## src/rtl/alu_mc.sv

```systemverilog
// Registered, multi-cycle execute ALU: AND/OR/ADD/SUB/SLT plus an optional iterative multiply.
// Build option: define ALU_MUL_EN to include the shift-add multiplier (op 1000) and its MUL/HOLD states.
module alu_mc #(
  parameter int WIDTH = 8
) (
  input  logic             clk,
  input  logic             reset,
  input  logic             in_valid,
  output logic             in_ready,
  input  logic [WIDTH-1:0] a,
  input  logic [WIDTH-1:0] b,
  input  logic [3:0]       op,
  output logic             out_valid,
  input  logic             out_ready,
  output logic [WIDTH-1:0] result,
  output logic             cout,
  output logic             overflow,
  output logic             zero,
  output logic             set,
  output logic             err,
  output logic             busy
);

  localparam int CW = $clog2(WIDTH) + 1;

  logic [WIDTH-1:0] b_op_s;
  logic [WIDTH-1:0] sum_s;
  logic             carry_s;
  logic             add_ovf_s;
  logic             less_s;
  logic [WIDTH-1:0] op_res_s;
  logic             op_cout_s;
  logic             op_ovf_s;
  logic             op_set_s;
  logic             op_err_s;

  logic             out_valid_r;
  logic [WIDTH-1:0] result_r;
  logic             cout_r;
  logic             overflow_r;
  logic             zero_r;
  logic             set_r;
  logic             err_r;

  logic             out_free_s;
  logic             idle_s;
  logic             mul_op_s;
  logic             accept_s;
  logic             single_ld_s;
  logic             hold_wr_s;
  logic [WIDTH-1:0] mul_res_s;
  logic             mul_ovf_s;

  // Shared adder: b is inverted and carry-in set for SUB/SLT.
  assign b_op_s                = op[2] ? ~b : b;
  assign {carry_s, sum_s}      = {1'b0, a} + {1'b0, b_op_s} + {{WIDTH{1'b0}}, op[2]};
  assign add_ovf_s             = (a[WIDTH-1] == b_op_s[WIDTH-1]) & (sum_s[WIDTH-1] != a[WIDTH-1]);
  assign less_s                = sum_s[WIDTH-1] ^ add_ovf_s;

  assign out_free_s  = ~out_valid_r | out_ready;
  assign in_ready    = idle_s & out_free_s & ~reset;
  assign accept_s    = in_valid & in_ready;
  assign single_ld_s = accept_s & ~mul_op_s;

  // Single-cycle result and flag selection.
  always_comb begin
    op_res_s  = {WIDTH{1'b0}};
    op_cout_s = 1'b0;
    op_ovf_s  = 1'b0;
    op_set_s  = 1'b0;
    op_err_s  = 1'b0;
    if (op[3] == 1'b0) begin
      op_cout_s = carry_s;
      op_ovf_s  = add_ovf_s;
      op_set_s  = less_s;
      case (op[1:0])
        2'b00:   op_res_s = a & b_op_s;
        2'b01:   op_res_s = a | b_op_s;
        2'b10:   op_res_s = sum_s;
        2'b11:   op_res_s = {{(WIDTH-1){1'b0}}, less_s};
        default: op_res_s = {WIDTH{1'b0}};
      endcase
    end else begin
      op_err_s = 1'b1;
    end
  end

`ifdef ALU_MUL_EN
  typedef enum logic [1:0] {
    S_IDLE = 2'd0,
    S_MUL  = 2'd1,
    S_HOLD = 2'd2
  } state_t;

  state_t             state_r;
  state_t             state_nxt_s;
  logic [WIDTH-1:0]   mcand_r;
  logic [WIDTH-1:0]   mplier_r;
  logic [2*WIDTH-1:0] acc_r;
  logic [CW-1:0]      cnt_r;
  logic               busy_r;
  logic [2*WIDTH-1:0] mplier_ext_s;

  assign idle_s       = (state_r == S_IDLE);
  assign mul_op_s     = (op == 4'b1000);
  assign hold_wr_s    = (state_r == S_HOLD) & out_free_s;
  assign mplier_ext_s = {{WIDTH{1'b0}}, mplier_r};
  assign mul_res_s    = acc_r[WIDTH-1:0];
  assign mul_ovf_s    = |acc_r[2*WIDTH-1:WIDTH];
  assign busy         = busy_r;

  // FSM state register.
  always_ff @(posedge clk or posedge reset) begin
    if (reset) begin
      state_r <= S_IDLE;
    end else begin
      state_r <= state_nxt_s;
    end
  end

  // FSM next-state logic.
  always_comb begin
    state_nxt_s = state_r;
    case (state_r)
      S_IDLE: begin
        if (accept_s & mul_op_s) begin
          state_nxt_s = S_MUL;
        end else begin
          state_nxt_s = S_IDLE;
        end
      end
      S_MUL: begin
        if (cnt_r == CW'(WIDTH - 1)) begin
          state_nxt_s = S_HOLD;
        end else begin
          state_nxt_s = S_MUL;
        end
      end
      S_HOLD: begin
        if (out_free_s) begin
          state_nxt_s = S_IDLE;
        end else begin
          state_nxt_s = S_HOLD;
        end
      end
      default: state_nxt_s = S_IDLE;
    endcase
  end

  // Shift-add datapath; runs all WIDTH iterations regardless of operand values.
  always_ff @(posedge clk or posedge reset) begin
    if (reset) begin
      mcand_r  <= {WIDTH{1'b0}};
      mplier_r <= {WIDTH{1'b0}};
      acc_r    <= {(2*WIDTH){1'b0}};
      cnt_r    <= {CW{1'b0}};
      busy_r   <= 1'b0;
    end else if (accept_s & mul_op_s) begin
      mcand_r  <= a;
      mplier_r <= b;
      acc_r    <= {(2*WIDTH){1'b0}};
      cnt_r    <= {CW{1'b0}};
      busy_r   <= 1'b1;
    end else if (state_r == S_MUL) begin
      if (mcand_r[0]) begin
        acc_r <= acc_r + (mplier_ext_s << cnt_r);
      end
      mcand_r <= mcand_r >> 1;
      cnt_r   <= cnt_r + {{(CW-1){1'b0}}, 1'b1};
    end else if (hold_wr_s) begin
      busy_r <= 1'b0;
    end
  end
`else
  assign idle_s    = 1'b1;
  assign mul_op_s  = 1'b0;
  assign hold_wr_s = 1'b0;
  assign mul_res_s = {WIDTH{1'b0}};
  assign mul_ovf_s = 1'b0;
  assign busy      = 1'b0;
`endif

  // Output register: loaded by a single-cycle accept or the multiply write-back, cleared on drain.
  always_ff @(posedge clk or posedge reset) begin
    if (reset) begin
      out_valid_r <= 1'b0;
      result_r    <= {WIDTH{1'b0}};
      cout_r      <= 1'b0;
      overflow_r  <= 1'b0;
      zero_r      <= 1'b0;
      set_r       <= 1'b0;
      err_r       <= 1'b0;
    end else if (single_ld_s) begin
      out_valid_r <= 1'b1;
      result_r    <= op_res_s;
      cout_r      <= op_cout_s;
      overflow_r  <= op_ovf_s;
      zero_r      <= (op_res_s == {WIDTH{1'b0}}) & ~op_err_s;
      set_r       <= op_set_s;
      err_r       <= op_err_s;
    end else if (hold_wr_s) begin
      out_valid_r <= 1'b1;
      result_r    <= mul_res_s;
      cout_r      <= 1'b0;
      overflow_r  <= mul_ovf_s;
      zero_r      <= (mul_res_s == {WIDTH{1'b0}});
      set_r       <= 1'b0;
      err_r       <= 1'b0;
    end else if (out_valid_r & out_ready) begin
      out_valid_r <= 1'b0;
    end
  end

  assign out_valid = out_valid_r;
  assign result    = result_r;
  assign cout      = cout_r;
  assign overflow  = overflow_r;
  assign zero      = zero_r;
  assign set       = set_r;
  assign err       = err_r;

endmodule
```

## config.mk

```make
export PLATFORM = sky130hd
export DESIGN_NAME = alu_mc
export DESIGN_NICKNAME = d
export VERILOG_FILES = /design/src/rtl/alu_mc.sv
export SDC_FILE = /design/constraint.sdc
export NUM_CORES = 1
export LEC_CHECK = 0
export CAP_MARGIN = 25
export CORE_MARGIN = 10
export CORE_UTILIZATION = 43
export DETAILED_ROUTE_END_ITERATION = 10
export PLACE_DENSITY_LB_ADDON = 0.08
export SLEW_MARGIN = 5
export SYNTH_ARGS = -nofsm -noshare
export SYNTH_HDL_FRONTEND = slang
export SYNTH_SLANG_ARGS = --single-unit
export TNS_END_PERCENT = 100
```

## constraint.sdc

```tcl
create_clock -name clk -period 1.46 [get_ports clk]
set_clock_uncertainty 0.2 [all_clocks]
set_input_delay 0.365 -clock clk [delete_from_list [all_inputs] [get_ports clk]]
set_output_delay 0.365 -clock clk [all_outputs]
set_load 0.01 [all_outputs]
```

# After elaboration in Yosys (flattened, before gate mapping)
# Index checks and enable logic that the tools add are counted.
[op_classes]
n_addsub = 2
n_eq_ne = 5
n_mux = 9
n_bitwise = 13
reduce_logical = 3
[op_table]
columns = ["op", "count"]
rows = [
  ["$pmux 8 s4", 1],
  ["$mux 8", 2],
  ["$add 8x8->9", 1],
  ["$add 9x1->9", 1],
  ["$and 8x8->8", 1],
  ["$logic_not 8->1", 1],
  ["$not 8->8", 1],
  ["$or 8x8->8", 1],
  ["$mux 1", 6],
  ["$and 1x1->1", 5],
  ["$eq 2x2->1 const B", 2],
  ["$not 1->1", 3],
  ["$eq 2x1->1 const B", 1],
  ["$logic_not 2->1", 1],
  ["$reduce_bool 2->1", 1],
  ["$eq 1x1->1", 1],
  ["$ne 1x1->1", 1],
  ["$or 1x1->1", 1],
  ["$xor 1x1->1", 1],
]
[totals]
register_bits = 14
inputBits = 24
word_cells = 39

# Longest topological paths before layout
# Gate-level depths: netlist of the first run.
[depth]
word_depth = 11
mapped_depth = 11
mapped_depth_nobuf = 9

# Worst setup path before layout of the first run
# Ideal clock, no wire load.
[synth_timing]
path_kind = "input to register"
start = "in op[2]"
end = "reg zero_r (netlist: zero)"
setup_time_ns = 0.122
arrival_time_ns = 2.284
t_required_ns = 1.138
setup_slack_ns = -1.145
stages = 10
path_cell_list = "buf_6 -> xor2_1 -> inv_1 -> ha_1 -> a21oi_1 -> a21boi_0 -> nor3_2 -> o32a_1 -> nor2b_1 -> a32o_1"
[synth_between]
elab_chain_len = 10
[synth_lines]
columns = ["element", "line", "text"]
rows = [
  ["from (decl)", "12", "input logic [3:0] op,"],
  ["$mux 8", "55", "assign b_op_s = op[2] ? ~b : b;"],
  ["$add 8x8->9", "56", "assign {carry_s, sum_s} = {1'b0, a} + {1'b0, b_op_s} + {{WIDTH{1'b0}}, op[2]};"],
  ["$add 9x1->9", "56", ""],
  ["$ne 1x1->1", "57", "assign add_ovf_s = (a[WIDTH-1] == b_op_s[WIDTH-1]) & (sum_s[WIDTH-1] != a[WIDTH-1]);"],
  ["$and 1x1->1", "57", ""],
  ["$xor 1x1->1", "58", "assign less_s = sum_s[WIDTH-1] ^ add_ovf_s;"],
  ["$pmux 8 s4 *", "76", "case (op[1:0])"],
  ["$mux 8 *", "72", "if (op[3] == 1'b0) begin"],
  ["$logic_not 8->1 *", "198", "zero_r <= (op_res_s == {WIDTH{1'b0}}) & ~op_err_s;"],
  ["$and 1x1->1 *", "198", ""],
  ["to (signal assigned)", "198", ""],
  ["to (signal assigned)", "206", "zero_r <= (mul_res_s == {WIDTH{1'b0}});"],
  ["to (decl)", "41", "logic zero_r;"],
]
# Every way passes the cells marked *; elsewhere a longest branch is shown, timed or not.
# A chain may end at the register's enable or synchronous reset.

# Worst setup path in the final report of the first run
# Same ends and word-level chain as after synthesis.

==> results of run 1 <==
flip-flops by register name, summed over array words and instances (netlist names):
register / count
cout: 1
err: 1
out_valid: 1
overflow: 1
result: 8
set: 1
zero: 1
per-layer routing:
metal | share of wire (%) | track usage [%] | vias to the layer above
li1 | - | - | 758
met1 | 38 | 18.8 | 852
met2 | 51 | 33.1 | 98
met3 | 6.0 | 2.88 | 32
met4 | 5.2 | 7.12 | 0
met5 | 0 | 0 | -
layout by cell type (no fill, tap or decap), types with 3 or more instances in the layout:
cell type / n
inv_1: 13
clkbuf_4: 3
mux2i_1: 3
dlygate4sd2_1: 7
buf_2: 15
nand2_1: 11
dfrtp_1: 14
ha_1: 3
dlymetal6s2s_1: 3
buf_4: 49
mux2_4: 3
a21oi_1: 3
a21oi_4: 4
buf_6: 13
xor2_4: 6
ha_4: 11
inv_2: 8
nor2_1: 8
buf_8: 3
xor2_2: 3
o21ai_2: 5
clkdlybuf4s50_1: 6
through the flow:
step / total power [W] / hold slack, ps / TNS, ps / util [%]
6_report: 0.00214 / 43.2 / -9200 / 93.5
5_1_grt: 0.00223 / 52.9 / -9850 / 93.5
4_1_cts: 0.00187 / 26.3 / -8350 / 83.4
3_5_place_dp: 0.00141 / 274 / -18760 / 71.8
3_3_place_gp: 0.00138 / 259 / -18010 / 71.8
2_1_floorplan: 0.000976 / -9.73 / -8630 / -
critical path, delay by kind of cell:
family                     cells  cell delay (ps)
AOI/OAI and AO/OA              5             1060
xor gates and xnor gates       1              230
adders and majority gates      1              270
buffers and inverters          3              370
and+or+nand+nor                1               80
logic make-up (layout without fill, tap and decap cells):
family	after synthesis	count (layout)	synth area share [%]
simple gates	43	43	15.3
other cells	1	1	0.262
mux	8	8	7.00
buf+inv	31	129	9.10
xor+xnor	14	14	8.57
compound gates	39	39	19.9
fa+ha+maj	17	17	15.4
flops	14	14	24.5
repair_timing:
action | in CTS | in global routing
cloned | 1 | 0
resized for setup | 140 | 59
setup buffers | 14 | 7
setup endpoints to repair | 29 | 17
pin swaps | 34 | 28
worst min path at each step:
stage,startpoint,end,cells past startpoint
detailed placement,result[5],result[5],2
CTS,reset,result[4],3
finish,reset,out_valid,3
floorplan,reset,cout,1
global placement,result[3],result[3],2
global route,reset,out_valid,3
report_power, final:
| group | internal, W | switching [W] | leakage, nW |
|---|---|---|---|
| Clock | 0.000152 | 0.000132 | 0.0210 |
| Sequential | 0.000446 | 0.0000369 | 0.184 |
| Combinational | 0.000708 | 0.000665 | 1.20 |
cell type report:
class,count,area (µm²)
multi-input combinational,122,1510
timing repair buffer,103,891
sequential,14,350
fill,99,203
inverter,22,86.3
tap,44,55.1
clock buffer,4,36.3
==> flow_summary.json, run 1 <==
{
  "outcome": "complete, but fails checks",
  "violations": "negative setup slack",
  "dr.pass1.iters": 7,
  "start_util_pct": 45.7,
  "die_x_um": 77.7,
  "synthesis.nets": 208,
  "clock_latency_ps": 290,
  "rsz0062_at_grt": "true",
  "synthTopCellsByArea": "dfrtp_1 24%, ha_1 14%, xor2_1 6.7%, inv_1 5.8%, nand2_1 3.9%",
  "crit_start": "op[2]",
  "die_area_um2": 6030,
  "grt.overflow.total": 0,
  "fin_ws_ps": -949,
  "io_buffers": 38,
  "avgRoutedWirePerCell_um": 22.0,
  "die_y_um": 77.7,
  "synth_common_cells": "22 x inv_1, 16 x ha_1, 15 x nand2_1, 14 x dfrtp_1, 11 x xor2_1",
  "path_cells": "buf_8 -> buf_12 -> xor2_1 -> inv_1 -> ha_4 -> a21o_1 -> a221oi_2 -> o21bai_1 -> a221oi_4 -> nor3b_2 -> a32o_1",
  "antenna_left": 0,
  "crit_type": "input port to flop",
  "cts-buffers-inserted": 3,
  "arrival_ps": 2390,
  "final_hold_viol_count": 0,
  "vdd_ir_drop_max_mv": 0.826,
  "critical_path_peak_fanout": 5,
  "dpl_cell_area_um2": 2250,
  "finalCritPeriodShare_pct": 165,
  "reg2reg_depth": 7,
  "grt_pass1_vias": 1798,
  "drt-initial-drc-count": 140,
  "ys_types": 51,
  "post-place-ws_ps": -1690,
  "hold_path_class": "input port to async pin",
  "syn_area_um2": 1430,
  "cts_tree": "built",
  "slew_violations": 0,
  "stdcell_count": 309,
  "synth_seq_cells": 14,
  "synth_ff_type": "dfrtp_1",
  "fin_crit_ps": 2410,
  "area_growth_syn_to_layout_pct": 105,
  "cp-start-kind": "input port",
  "drt-total-wl_mm": 6.79,
  "grt_pass1_wl_mm": 8.70,
  "crit_end": "zero",
  "vias": 1740,
  "setup_viol": 14,
  "grt_usage_pct": 17.6,
  "core_area_um2": 3130,
  "timing.rr.start": "out_valid",
  "syn_area_per_cell_um2": 8.56,
  "drc": 0,
  "io_pins": 40,
  "synth_top_area_share_pct": 24.5,
  "leakagePower_nw": 1.41,
  "worst_path_max_delay_cell": "ha_4",
  "clk_path_buf_depth": 2,
  "yosys_warnings": 0,
  "cts_sinks": 14,
  "rows": 20,
  "grt_max_degree": 16,
  "dp.cells": 285,
  "cp-end-kind": "flop",
  "synth_edf_count": 0,
  "htreeDepth": 1,
  "critPathRequiredTime_ps": 1440,
  "holdBufCountCts": 0,
  "maxCapViolCount": 0,
  "async_reset_ff_share_pct": 100,
  "place.gp.congestion": 0.830,
  "antenna_cells": 0,
  "via_per_inst": 5.63,
  "clock.fmax_ghz": 0.415,
  "synth_top_area_cell": "dfrtp_1",
  "path_clk_slew_ps": 90,
  "fin_area_um2": 2930,
  "grt_antenna_before_repair": 0,
  "ys_seq_area_share_pct": 24.5,
  "r2r-end": "zero",
  "synth_cells": 167,
  "drive_above_1_share_pct": 62.3,
  "regToRegSetupSlack_ps": -180,
  "clock-root-buffer": "clkbuf_4",
  "yosysMostFrequentCell": "inv_1",
  "dpl.hpwl_mm": 3.52,
  "power_density_nw_per_um2": 732,
  "slowest_delay_ps": 270,
  "fin_nets": 307
}
(Power assumes the default switching activity.)
==> run 2, diff against run 1 <==
--- a/config.mk
+++ b/config.mk
@@ -5,6 +5,7 @@
 export SDC_FILE = /design/constraint.sdc
 export NUM_CORES = 1
 export LEC_CHECK = 0
+export ABC_AREA = 1
 export CAP_MARGIN = 25
 export CORE_MARGIN = 10
 export CORE_UTILIZATION = 43
==> flow_summary.json, run 2 <==
{
  "hold_path_class": "input port to async pin",
  "htreeDepth": 1,
  "grt.busiest_layer": "met2",
  "setup_viol": 14,
  "leakagePower_nw": 1.42,
  "vdd_ir_drop_max_mv": 0.331,
  "final_hold_viol_count": 0,
  "cpMostUsedCell": "nand4_1",
  "drt-initial-drc-count": 155,
  "outcome": "complete, but fails checks",
  "synth_edf_count": 0,
  "clock_latency_ps": 270,
  "holdBufCountCts": 0,
  "clkPwrFrac_pct": 14.1,
  "regToRegSetupSlack_ps": -150,
  "die_y_um": 77.7,
  "crit_type": "input port to flop",
  "drc": 0,
  "arrival_ps": 2100,
  "io_buffers": 38,
  "fin_crit_ps": 2130,
  "synth_common_cells": "61 x nand2_1, 36 x inv_1, 20 x nor2_1, 16 x ha_1, 15 x nand3_1",
  "ys_types": 28,
  "via_per_inst": 5.02,
  "clock-root-buffer": "clkbuf_4",
  "area_growth_syn_to_layout_pct": 89.6,
  "drt-total-wl_mm": 5.42,
  "async_reset_ff_share_pct": 100,
  "cts_sinks": 14,
  "power_frac_comb_pct": 61.3,
  "fin_nets": 356,
  "dr.pass1.iters": 4,
  "cts-buffers-inserted": 3,
  "synth_seq_cells": 14,
  "seqPwrFrac_pct": 24.6,
  "groute.layer.met2.usage_pct": 27.4,
  "antenna_cells": 0,
  "start_util_pct": 45.8,
  "core_area_um2": 3130,
  "grt_pass1_vias": 1742,
  "rows": 20,
  "worst_path_max_delay_cell": "ha_4",
  "final_common_cell": "buf_4",
  "synth_cells": 218,
  "avgRoutedWirePerCell_um": 15.1,
  "met1_usage_pct": 15.9,
  "yosys_warnings": 0,
  "critical_path_peak_fanout": 5,
  "fin_ws_ps": -668,
  "synth_top_area_cell": "dfrtp_1",
  "synth_top_area_share_pct": 24.4,
  "swShare_pct": 38.3,
  "path_clk_slew_ps": 80,
  "tns_ps": -5940,
  "critPathRequiredTime_ps": 1430,
  "fillers": 171,
  "syn_area_um2": 1430,
  "grt.overflow.total": 0,
  "grt_usage_pct": 14.5,
  "place.gp.congestion": 0.905,
  "clk_path_buf_depth": 2,
  "power_density_nw_per_um2": 705,
  "grt_antenna_before_repair": 0,
  "synthTopCellsByArea": "dfrtp_1 24%, nand2_1 16%, ha_1 14%, inv_1 9.4%, nand3_1 5.2%",
  "vias": 1798,
  "post-place-ws_ps": -1250,
  "grt_util_met3_pct": 2.53,
  "p_sw_w": 0.000733,
  "internal_power_w": 0.00118,
  "crit_buf_inv": 4,
  "drive_above_1_share_pct": 52.2,
  "io_pins": 40,
  "final_cell_mix": "47 x buf_4, 40 x nand2_1, 22 x inv_1, 16 x inv_2",
  "timing.hold.ws_ps": 62.7,
  "synthesis.nets": 259,
  "die_area_um2": 6040,
  "crit_family": "simple AND/OR/NAND/NOR gates",
  "slew_violations": 0,
  "syn_area_per_cell_um2": 6.58,
  "rsz0062_at_grt": "true",
  "synth_ff_type": "dfrtp_1",
  "yosysMostFrequentCell": "nand2_1",
  "ys_seq_area_share_pct": 24.4,
  "grt_pass1_wl_mm": 7.57,
  "report.power.total_w": 0.00192,
  "dpl.hpwl_mm": 3.36,
  "largest_reg_flops": 8,
  "cp-end-kind": "flop",
  "path_cells": "buf_8 -> buf_12 -> xnor2_4 -> ha_4 -> buf_6 -> nand2_4 -> inv_1 -> nand4_1 -> nand4_1 -> nand3_1 -> nand2_1 -> nand2_2 -> nand4_1 -> nand2_1",
  "cp-start-kind": "input port",
  "die_x_um": 77.7,
  "grt_max_degree": 21,
  "maxCapViolCount": 0,
  "slowest_delay_ps": 310,
  "violations": "negative setup slack",
  "clock.fmax_ghz": 0.470,
  "cts_tree": "built",
  "antenna_left": 0,
  "finalCritPeriodShare_pct": 146
}
run 2: changes by cell type after synthesis, sizes merged, moves of 4 or more:
cell   previous run  this run
inv              22        39
mux2i             4         0
nand2            15        62
nand3             2        15
nand4             0         4
nor2              9        22
xnor2             3         7
xor2             11         2
run 2: metal layers:
layer  wire length, µm  up-vias
li1                  -      871
met1              2030      840
met2              2870       67
met3               337       20
met4               179        0
met5                 0        -
run 2: path summary, 6_finish.rpt:
path	cells past startpoint	from	end
worst min register to register	2	result[4]	result[4]
worst min-delay path	3	reset	result[2]
max in group asynchronous	3	reset	result[5]
worst max register to register	10	out_valid	zero
worst max-delay path	14	op[2]	zero
min in group clk	4	out_ready	out_valid
run 2: layout make-up:
class / count / area (µm²) / share of cell area [%]
multi-input combinational: 159 / 1300 / 48.0
timing repair buffer: 98 / 825 / 30.3
sequential: 14 / 350 / 12.9
inverter: 39 / 149 / 5.48
tap: 44 / 55.1 / 2.02
clock buffer: 4 / 36.3 / 1.33
run 2: timing repair:
item / in CTS / in global routing
buffers inserted: 8 / 7
gates resized for setup: 121 / 70
setup endpoints to repair: 29 / 28
pin swaps: 36 / 27
run 2: metrics by stage:
step	util [%]	cells	instance area, µm²
after floorplan	-	218	1490
after global placement	71.3	339	2230
after detailed placement	71.3	339	2230
after CTS	80.1	351	2510
after global routing	86.9	358	2720
final	86.9	358	2720
run 2: cell families (layout without fill, tap and decap cells):
| family | count (synthesis) | in the layout | synth area share [%] |
|---|---|---|---|
| and+or+nand+nor | 106 | 106 | 31.2 |
| buffers and inverters | 45 | 141 | 12.7 |
| AOI/OAI and AO/OA | 26 | 26 | 10.5 |
| adders and majority gates | 17 | 17 | 15.4 |
| DFF | 14 | 14 | 24.4 |
| xor gates and xnor gates | 9 | 9 | 5.50 |
| other | 1 | 1 | 0.262 |
run 2: power by group through the flow:
stage / Combinational [W] / Clock [W] / Sequential (W)
after detailed placement: 0.000852 / 0 / 0.000482
after floorplan: 0.000400 / 0 / 0.000510
after global routing: 0.00126 / 0.000291 / 0.000478
after global placement: 0.000836 / 0 / 0.000481
after CTS: 0.000959 / 0.000271 / 0.000474
final: 0.00117 / 0.000270 / 0.000471
run 2: worst min-delay path, cell delays in order:
cell           delay (ps)
dlygate4sd2_1         250
inv_1                 100
buf_12                150
==> run 3, diff against run 2 <==
--- a/config.mk
+++ b/config.mk
@@ -11,7 +11,7 @@
 export CORE_UTILIZATION = 43
 export DETAILED_ROUTE_END_ITERATION = 10
 export PLACE_DENSITY_LB_ADDON = 0.08
-export SLEW_MARGIN = 5
+export SLEW_MARGIN = 20
 export SYNTH_ARGS = -nofsm -noshare
 export SYNTH_HDL_FRONTEND = slang
 export SYNTH_SLANG_ARGS = --single-unit
==> results of run 3 <==
The final DEF is identical to that of run 2; final timing and power are the same.
